<file path="src/rtl/riscv_pkg.sv">
// Shared types and constants for the fetch path between the instruction Ram and decode.
package riscv_pkg;

    localparam int InstructionWidth = 32;
    localparam int AddressWidth     = 32;
    localparam int InstructionBytes = 4;

    localparam logic [InstructionWidth-1:0] NopInstruction = 32'h00000013;

    typedef struct packed {
        logic [AddressWidth-1:0]     pc;
        logic [InstructionWidth-1:0] instruction;
    } fetch_entry;

endpackage

</file>
<file path="src/rtl/fetch_buffer.sv">
// Small synchronous FIFO of fetched words with their PCs; flush empties it in one cycle.
module fetch_buffer
    import riscv_pkg::*;
#(
    parameter int Depth = 4
) (
    input  logic                   clock_i,
    input  logic                   reset_n_i,
    input  logic                   push,
    input  fetch_entry             push_entry,
    input  logic                   pop,
    input  logic                   flush,
    output fetch_entry             head_entry,
    output logic [$clog2(Depth):0] count,
    output logic                   full,
    output logic                   empty
);

    localparam int PtrW   = $clog2(Depth);
    localparam int CountW = PtrW + 1;

    fetch_entry        slots [Depth];
    logic [PtrW-1:0]   write_ptr;
    logic [PtrW-1:0]   read_ptr;

    // Pointers wrap naturally because Depth is a power of two.
    always_ff @(posedge clock_i or negedge reset_n_i) begin
        if (!reset_n_i) begin
            write_ptr <= '0;
            read_ptr  <= '0;
            count     <= '0;
        end else if (flush) begin
            write_ptr <= '0;
            read_ptr  <= '0;
            count     <= '0;
        end else begin
            if (push) write_ptr <= write_ptr + 1'b1;
            if (pop)  read_ptr  <= read_ptr + 1'b1;
            count <= count + CountW'(push) - CountW'(pop);
        end
    end

    always_ff @(posedge clock_i) begin
        if (push && !flush) slots[write_ptr] <= push_entry;
    end

    always_ff @(posedge clock_i) begin
        if (reset_n_i && !flush) assert (!(push && full));
    end

    assign head_entry = slots[read_ptr];
    assign full       = (count == CountW'(Depth));
    assign empty      = (count == '0);

endmodule

</file>
<file path="src/rtl/fetch_unit.sv">
// Instruction fetch: sequential word reads from a synchronous Ram, buffered for decode,
// with a redirect port that flushes the buffer and drops any read still in flight.
module fetch_unit
    import riscv_pkg::*;
#(
    parameter logic [AddressWidth-1:0] ResetVector = 32'h00000000,
    parameter int                      BufferDepth = 4
) (
    input  logic                        clock_i,
    input  logic                        reset_n_i,
    output logic                        read_enable_o,
    output logic [AddressWidth-1:0]     address_o,
    input  logic [InstructionWidth-1:0] data_i,
    input  logic                        redirect_i,
    input  logic [AddressWidth-1:0]     redirect_address_i,
    output logic                        instruction_valid_o,
    output logic [InstructionWidth-1:0] instruction_o,
    output logic [AddressWidth-1:0]     instruction_pc_o,
    input  logic                        instruction_ready_i
);

    localparam int CountW = $clog2(BufferDepth) + 1;
    localparam logic [CountW-1:0] DepthCount = CountW'(BufferDepth);

    logic [AddressWidth-1:0] fetch_pc;
    logic [AddressWidth-1:0] inflight_pc;
    logic                    inflight;
    logic                    issue;
    logic                    transfer;
    logic [CountW-1:0]       count;
    logic                    full;
    logic                    empty;
    fetch_entry              head;
    fetch_entry              incoming;

    // Credits count buffered words plus the one in flight; a same-cycle pop is not credited.
    // Gating with reset keeps the Ram strobe low while reset is held.
    assign issue = reset_n_i && !redirect_i && !full &&
                   ((count + CountW'(inflight)) < DepthCount);

    always_ff @(posedge clock_i or negedge reset_n_i) begin
        if (!reset_n_i) begin
            fetch_pc    <= ResetVector;
            inflight    <= 1'b0;
            inflight_pc <= '0;
        end else if (redirect_i) begin
            fetch_pc <= {redirect_address_i[AddressWidth-1:2], 2'b00};
            inflight <= 1'b0;
        end else if (issue) begin
            fetch_pc    <= fetch_pc + AddressWidth'(InstructionBytes);
            inflight    <= 1'b1;
            inflight_pc <= fetch_pc;
        end else begin
            inflight <= 1'b0;
        end
    end

    assign incoming = '{pc: inflight_pc, instruction: data_i};
    assign transfer = !empty && instruction_ready_i;

    fetch_buffer #(
        .Depth (BufferDepth)
    ) buffer (
        .clock_i    (clock_i),
        .reset_n_i  (reset_n_i),
        .push       (inflight),
        .push_entry (incoming),
        .pop        (transfer),
        .flush      (redirect_i),
        .head_entry (head),
        .count      (count),
        .full       (full),
        .empty      (empty)
    );

    assign read_enable_o       = issue;
    assign address_o           = fetch_pc;
    assign instruction_valid_o = !empty;
    assign instruction_o       = empty ? '0 : head.instruction;
    assign instruction_pc_o    = empty ? '0 : head.pc;

endmodule

</file>
<file path="config.mk">
export PLATFORM = sky130hd
export DESIGN_NAME = fetch_unit
export DESIGN_NICKNAME = d
export VERILOG_FILES = /design/src/rtl/riscv_pkg.sv /design/src/rtl/fetch_buffer.sv /design/src/rtl/fetch_unit.sv
export SDC_FILE = /design/constraint.sdc
export NUM_CORES = 1
export LEC_CHECK = 0
export CORE_MARGIN = 4
export CORE_UTILIZATION = 25
export CTS_CLUSTER_DIAMETER = 80
export DETAILED_ROUTE_END_ITERATION = 10
export MAX_ROUTING_LAYER = met4
export PLACE_DENSITY_LB_ADDON = 0.3
export SYNTH_ARGS = -nofsm -noshare
export SYNTH_HDL_FRONTEND = slang
export SYNTH_HIERARCHICAL = 1
export SYNTH_SLANG_ARGS = --single-unit
</file>
<file path="constraint.sdc">
create_clock -name clock_i -period 3 [get_ports clock_i]
set_input_delay 0.3 -clock clock_i [delete_from_list [all_inputs] [get_ports clock_i]]
set_output_delay 0.3 -clock clock_i [all_outputs]
set_load 0.03 [all_outputs]
</file>
==> impl_metrics.yaml, run 1 <==
logic_synthesis:
  ys_seq_elements: 324
  synth-edff-count: 256
  synth_area_um2: 13290
  avgSynthCellArea_um2: 17.55
  yosysWarnings: 6
  ys_dominant_reg_cell: "edfxtp_1"
  seq_area_frac_synth_pct: 70.67
  ys_types: 56
  syn_inst: 757
  async_reset_ff_share_pct: 20.99
sta:
  worst_pin_slew_ns: 0.7784
  min_period_over_period_pct: 96.04
  timing.hold.ws_ns: 0.3069
  setup_viol: 0
  grt_setup_unrepaired: "false"
  period_needed_ns: 2.881
  fmax_ghz: 0.3471
  maxSlewViolCount: 0
  final.setup.tns_ns: 0
  fin_skew_ns: 0.02699
  hold_viol_final: 0
  maxSlewHeadroom_pct: 47.88
min_path:
  hold_class: "in2async"
floorplan:
  core_um2: 52550
  die_h_um: 238.5
  initial_core_util_pct: 25.28
  std_cell_rows: 84
  pin_count: 166
  die_width_um: 238.5
  dieArea_um2: 56890
global_routing:
  grt_first_pass_wirelength_um: 50490
  overflow: 0
  grt_max_degree: 50
  grt_util_all_layers_pct: 12.10
  antenna_found_initial: 0
  grt_pass1_vias: 7864
cells_and_area:
  drive_above_1_share_pct: 19.76
  num_antenna_cells: 0
  area_growth_pct: 29.28
  final_nets: 1029
  fin_util_pct: 32.68
route:
  via_count: 7501
  dr.first_iter.drc_count: 529
  drc: 0
  route.antenna.remaining_nets: 0
  drt_wl_total_um: 33480
  firstDrtPassIters: 5
  vias_per_cell: 4.492
  wire_per_inst_um: 20.04
clock_tree:
  clockBufferDepth: 3
  cts.clk_slew.worst_paths_ns: 0.06
  cts.sinks: 324
  cts_buffers: 39
  cts_tree: "done"
  cts_root_buffer: "clkbuf_16"
  clk_latency_ns: 0.55
  htree_levels: 2
placed_design:
  dp.final_hpwl_um: 20900
  io_buffers: 161
  place.gp.congestion: 0.7679
worst_setup_path:
  path_max_fanout: 28
  regToRegEndpoint: "address_o[18]"
  r2r_slack_ns: 0.61
  crit-reg2reg-launch: "inflight"
  endpoint: "instruction_o[17]"
  crit_type: "reg2out"
  cp.required_ns: 2.70
  startpoint_type: "register"
  critPathArrivalTime_ns: 2.58
  end_kind: "output port"
  crit_start: "buffer/read_ptr[0]"
  rr_worst_depth: 4
run_status:
  status: "completed"
job:
  max-cap-violations: 0
power:
  p_leak_nw: 5.936
  peakVddDrop_mv: 0.3254
  powerDensity_nw_per_um2: 852.1
## how the worst min path moves through the flow
| stage | cells past startpoint | start | to |
|---|---|---|---|
| after global placement | 2 | reset_n_i | inflight_pc[24] |
| after global routing | 3 | redirect_address_i[25] | address_o[25] |
| after floorplan | 0 | reset_n_i | address_o[10] |
| after CTS | 3 | redirect_address_i[25] | address_o[25] |
| after detailed placement | 2 | reset_n_i | address_o[5] |
| final | 3 | reset_n_i | address_o[5] |
## layout make-up
type,instances,area (um2)
repair buffers,189,2031
well taps,688,860.8
fillers,5136,35380
clock inverters,19,132.6
clock buffers,51,1062
inverters,13,48.80
flip-flops and latches,324,9397
multi-input cells,386,3643
## flip-flops by register name, summed over array words and instances, names as in the netlist
register / flops
inflight: 1
buffer/write_ptr: 2
inflight_pc: 30
buffer/read_ptr: 2
buffer/count: 3
address_o: 30
buffer/slots: 256
## layer usage
layer,routed length (um),global-route usage [%],vias up
met5,0,-,-
met4,609,3.377,0
met3,1834,2.423,42
met2,15340,18.04,237
met1,15690,16.95,3847
li1,-,-,3375
## per-stage QoR
step	cell area (um2)	worst slack, ns	instances	total power, mW
after global placement	15870	0.5193	1597	10.39
after floorplan	13320	0.3678	766	8.645
final	17180	0.1187	1670	14.63
after global routing	17180	0.004376	1670	15.38
after detailed placement	15870	0.5310	1597	10.43
after CTS	17110	0.01364	1670	14.94
## cells in the mapped netlist (2+ instances only)
| cell type | number | area, um2 |
|---|---|---|
| a211oi_1 | 4 | 30.03 |
| nor2_1 | 24 | 90.09 |
| and2_1 | 5 | 31.28 |
| dfrtp_1 | 68 | 1702 |
| nand3_1 | 13 | 65.06 |
| o31ai_1 | 8 | 60.06 |
| and4_1 | 5 | 43.79 |
| nand2b_1 | 2 | 12.51 |
| buf_2 | 9 | 45.04 |
| buf_12 | 3 | 60.06 |
| buf_4 | 5 | 37.54 |
| mux4_2 | 64 | 1441 |
| xnor2_1 | 6 | 52.55 |
| clkbuf_1 | 20 | 75.07 |
| a31oi_1 | 19 | 118.9 |
| nand4_1 | 8 | 50.05 |
| buf_6 | 2 | 22.52 |
| o41ai_1 | 3 | 26.28 |
| and3_1 | 5 | 31.28 |
| inv_1 | 13 | 48.80 |
| or3_1 | 10 | 62.56 |
| nand2_1 | 27 | 101.4 |
| or4_1 | 10 | 75.07 |
| o211ai_1 | 4 | 30.03 |
| ha_1 | 7 | 87.58 |
| xor2_1 | 2 | 17.52 |
| or2_2 | 2 | 12.51 |
| mux2_2 | 27 | 304.0 |
| nand4_2 | 2 | 25.02 |
| a21oi_1 | 3 | 15.01 |
| o21ai_0 | 19 | 95.09 |
| nor2b_1 | 71 | 444.2 |
| buf_1 | 2 | 7.510 |
| a2111oi_0 | 4 | 35.03 |
| mux2i_1 | 4 | 40.04 |
| edfxtp_1 | 256 | 7687 |
| nor3_1 | 2 | 10.01 |
## layout by cell type (no fill, tap or decap), types with 5 or more instances in the layout
| cell | n |
|---|---|
| nand3_1 | 13 |
| buf_4 | 21 |
| dlymetal6s2s_1 | 19 |
| edfxtp_1 | 256 |
| dlygate4sd2_1 | 15 |
| nand4_1 | 8 |
| buf_12 | 10 |
| nor2b_1 | 71 |
| clkdlybuf4s50_1 | 119 |
| dfrtp_1 | 66 |
| o21ai_0 | 19 |
| xnor2_1 | 6 |
| and3_1 | 5 |
| or4_1 | 10 |
| clkbuf_1 | 9 |
| nand2_1 | 27 |
| o31ai_1 | 8 |
| mux2_2 | 27 |
| inv_1 | 13 |
| or3_1 | 10 |
| clkinv_1 | 6 |
| nor2_1 | 24 |
| conb_1 | 10 |
| and4_1 | 5 |
| ha_1 | 7 |
| mux4_2 | 64 |
| a31oi_1 | 19 |
| clkbuf_16 | 40 |
## cells by family after synthesis
group / Yosys count / synth area share [%]
buffers and inverters: 56 / 2.383
flip-flops: 324 / 70.67
multiplexers: 95 / 13.44
other: 1 / 0.02823
XOR/XNOR: 9 / 0.6969
adder cells (fa/ha/maj): 8 / 0.8099
AND/OR/NAND/NOR: 191 / 8.260
AO/OA/AOI/OAI: 73 / 3.711
## report_power, final
part	leakage (nW)	internal, mW	switching (mW)
logic	2.25	1.92	2.36
registers	3.10	5.49	0.478
clock network	0.579	2.52	1.87
total	5.94	9.93	4.70
## critical path, cell delays in order (launching register included)
cell	delay, ns
dfrtp_4	0.48
buf_16	0.25
mux4_2	0.54
nor2b_1	0.14
clkdlybuf4s50_1	0.59
## what timing repair did
item,CTS,global route
hold buffers,1,0
cloned,1,0
gates resized for setup,16,21
endpoints found under the hold margin,68,0
endpoints found under the setup margin,31,18
buffers inserted,1,0
Power figures use the tool's default switching activity.
==> run 2: changes to the inputs <==
==> constraint.sdc (replaced) <==
create_clock -name clock_i -period 3.6 [get_ports clock_i]
set_input_delay 0.36 -clock clock_i [delete_from_list [all_inputs] [get_ports clock_i]]
set_output_delay 0.36 -clock clock_i [all_outputs]
set_load 0.03 [all_outputs]
==> run 2 against run 1 <==
Core utilization decreased by 0.57 points. Worst setup slack improved by 0.16 ns. Non-clock buffer count decreased by 5. Routed wire length decreased by 3.4%. Critical path type unchanged. Largest power group unchanged. Sequential power decreased by 15%. Clock-buffer cell count decreased by 5.
==> impl_metrics.yaml, run 2 (same netlist as run 1, synthesis figures left out) <==
global_routing:
  grt_pass1_vias: 7991
  antenna_found_initial: 0
  grt_first_pass_wirelength_um: 49790
  overflow: 0
  grt_max_degree: 54
  grt_util_all_layers_pct: 11.77
sta:
  maxSlewHeadroom_pct: 31.77
  min_period_over_period_pct: 92.31
  maxSlewViolCount: 0
  final.setup.tns_ns: 0
  worst_pin_slew_ns: 1.019
  period_needed_ns: 3.323
  timing.hold.ws_ns: 0.2536
  grt_setup_unrepaired: "false"
  setup_viol: 0
  fin_skew_ns: 0.02492
  hold_viol_final: 0
  fmax_ghz: 0.3009
route:
  vias_per_cell: 4.457
  route.antenna.remaining_nets: 0
  dr.first_iter.drc_count: 453
  drt_wl_total_um: 32340
  wire_per_inst_um: 19.54
  firstDrtPassIters: 5
  via_count: 7377
  drc: 0
worst_setup_path:
  rr_worst_depth: 4
  r2r_slack_ns: 1.03
  cp.required_ns: 3.24
  critPathArrivalTime_ns: 2.96
  regToRegEndpoint: "inflight_pc[27]"
  end_kind: "output port"
  startpoint_type: "register"
  crit-reg2reg-launch: "buffer/count[1]"
  path_max_fanout: 25
  crit_type: "reg2out"
cells_and_area:
  largest_register_ff_count: 256
  largest_register: "buffer/slots"
  mostFrequentLayoutCell: "edfxtp_1"
  final_nets: 1021
  num_antenna_cells: 0
  mostFrequentLayoutCells: "edfxtp_1, clkdlybuf4s50_1, nor2b_1"
  area_growth_pct: 27.04
  drive_above_1_share_pct: 17.99
placed_design:
  place.gp.congestion: 0.7849
  dp.final_hpwl_um: 21130
  io_buffers: 161
clock_tree:
  clockBufferDepth: 3
  cts_buffers: 36
  cts_tree: "done"
  htree_levels: 2
  cts.clk_slew.worst_paths_ns: 0.06
  ctsResizeCount: 0
  cts_root_buffer: "clkbuf_16"
  clk_latency_ns: 0.53
  cts.sinks: 324
job:
  max-cap-violations: 0
power:
  pwr-share-seq_pct: 42.7
  sw_frac_of_total_pct: 31.82
  p_clk_share_pct: 28.1
  p_int_mw: 8.059
  powerDensity_nw_per_um2: 700.4
  pwr-share-comb_pct: 29.2
  p_leak_nw: 5.479
  peakVddDrop_mv: 0.2833
  switching_power_mw: 3.761
floorplan:
  dieArea_um2: 56890
  initial_core_util_pct: 25.28
  core_um2: 52550
  die_h_um: 238.5
  pin_count: 166
  die_width_um: 238.5
  std_cell_rows: 84
run_status:
  status: "completed"
min_path:
  hold_class: "in2async"
run 2: cell count changes in the layout (fill, tap and decap cells not counted), sizes merged, moves of 2 or more:
cell           change
buf               -10
dlymetal6s2s      -19
clkdlybuf4s50     +40
dlygate4sd2       -15
clkbuf             -5
clkinvlp           -2
inv                -3
run 2: area by class of cell:
| cell class | count | area [um2] |
|---|---|---|
| fill | 5167 | 35670 |
| tap | 688 | 860.8 |
| clock buffer | 46 | 958.4 |
| multi-input combinational | 386 | 3637 |
| inverter | 13 | 48.80 |
| timing repair buffer | 184 | 1894 |
| clock inverter | 14 | 81.33 |
| sequential | 324 | 9397 |
run 2: stage by stage:
stage | utilization, % | cells | cell area (um2) | total power [mW] | setup WS [ns]
after floorplan | - | 766 | 13320 | 7.204 | 0.9678
after global placement | 30.12 | 1594 | 15830 | 8.641 | 0.7349
after detailed placement | 30.12 | 1594 | 15830 | 8.676 | 0.7273
after CTS | 32.12 | 1655 | 16880 | 12.07 | 0.1153
after global routing | 32.12 | 1655 | 16880 | 12.43 | 0.06539
final | 32.12 | 1655 | 16880 | 11.82 | 0.2770
run 2: how the worst max path moves through the flow:
stage               slack (ns)            endpoint                from  cells past startpoint
finish                    0.28   instruction_o[19]  buffer/read_ptr[0]                      4
global route              0.07   instruction_o[30]  buffer/read_ptr[0]                      4
global placement          0.73   instruction_o[30]  buffer/read_ptr[0]                      4
floorplan                 0.97  buffer/slots[0][0]            inflight                      2
CTS                       0.12   instruction_o[30]  buffer/read_ptr[0]                      4
detailed placement        0.73   instruction_o[30]  buffer/read_ptr[0]                      4
run 2: timing repair:
action	4_1_cts	5_1_grt
endpoints found under the hold margin	15	0
setup buffers	0	0
hold buffers	1	0
run 2: power by group through the flow:
stage               clock (mW)  sequential, mW  combinational, mW
floorplan                    0            4.94               2.27
global placement             0            5.11               3.53
detailed placement           0            5.15               3.53
CTS                       3.46            5.07               3.54
global route              3.59            5.13               3.70
finish                    3.32            5.05               3.45
run 2: critical path: stages, from the launching register on:
cell and delay (ns):
dfrtp_4 0.79, buf_12 0.31, mux4_2 0.55, nor2b_1 0.15, clkdlybuf4s50_1 0.61
run 2: metal layers:
layer	global-route usage (%)	part of all wire, %	vias to the layer above
li1	-	-	3344
met2	17.84	46	209
met5	-	0	-
met1	16.08	47	3779
met4	3.043	2.1	0
met3	2.734	4.9	45
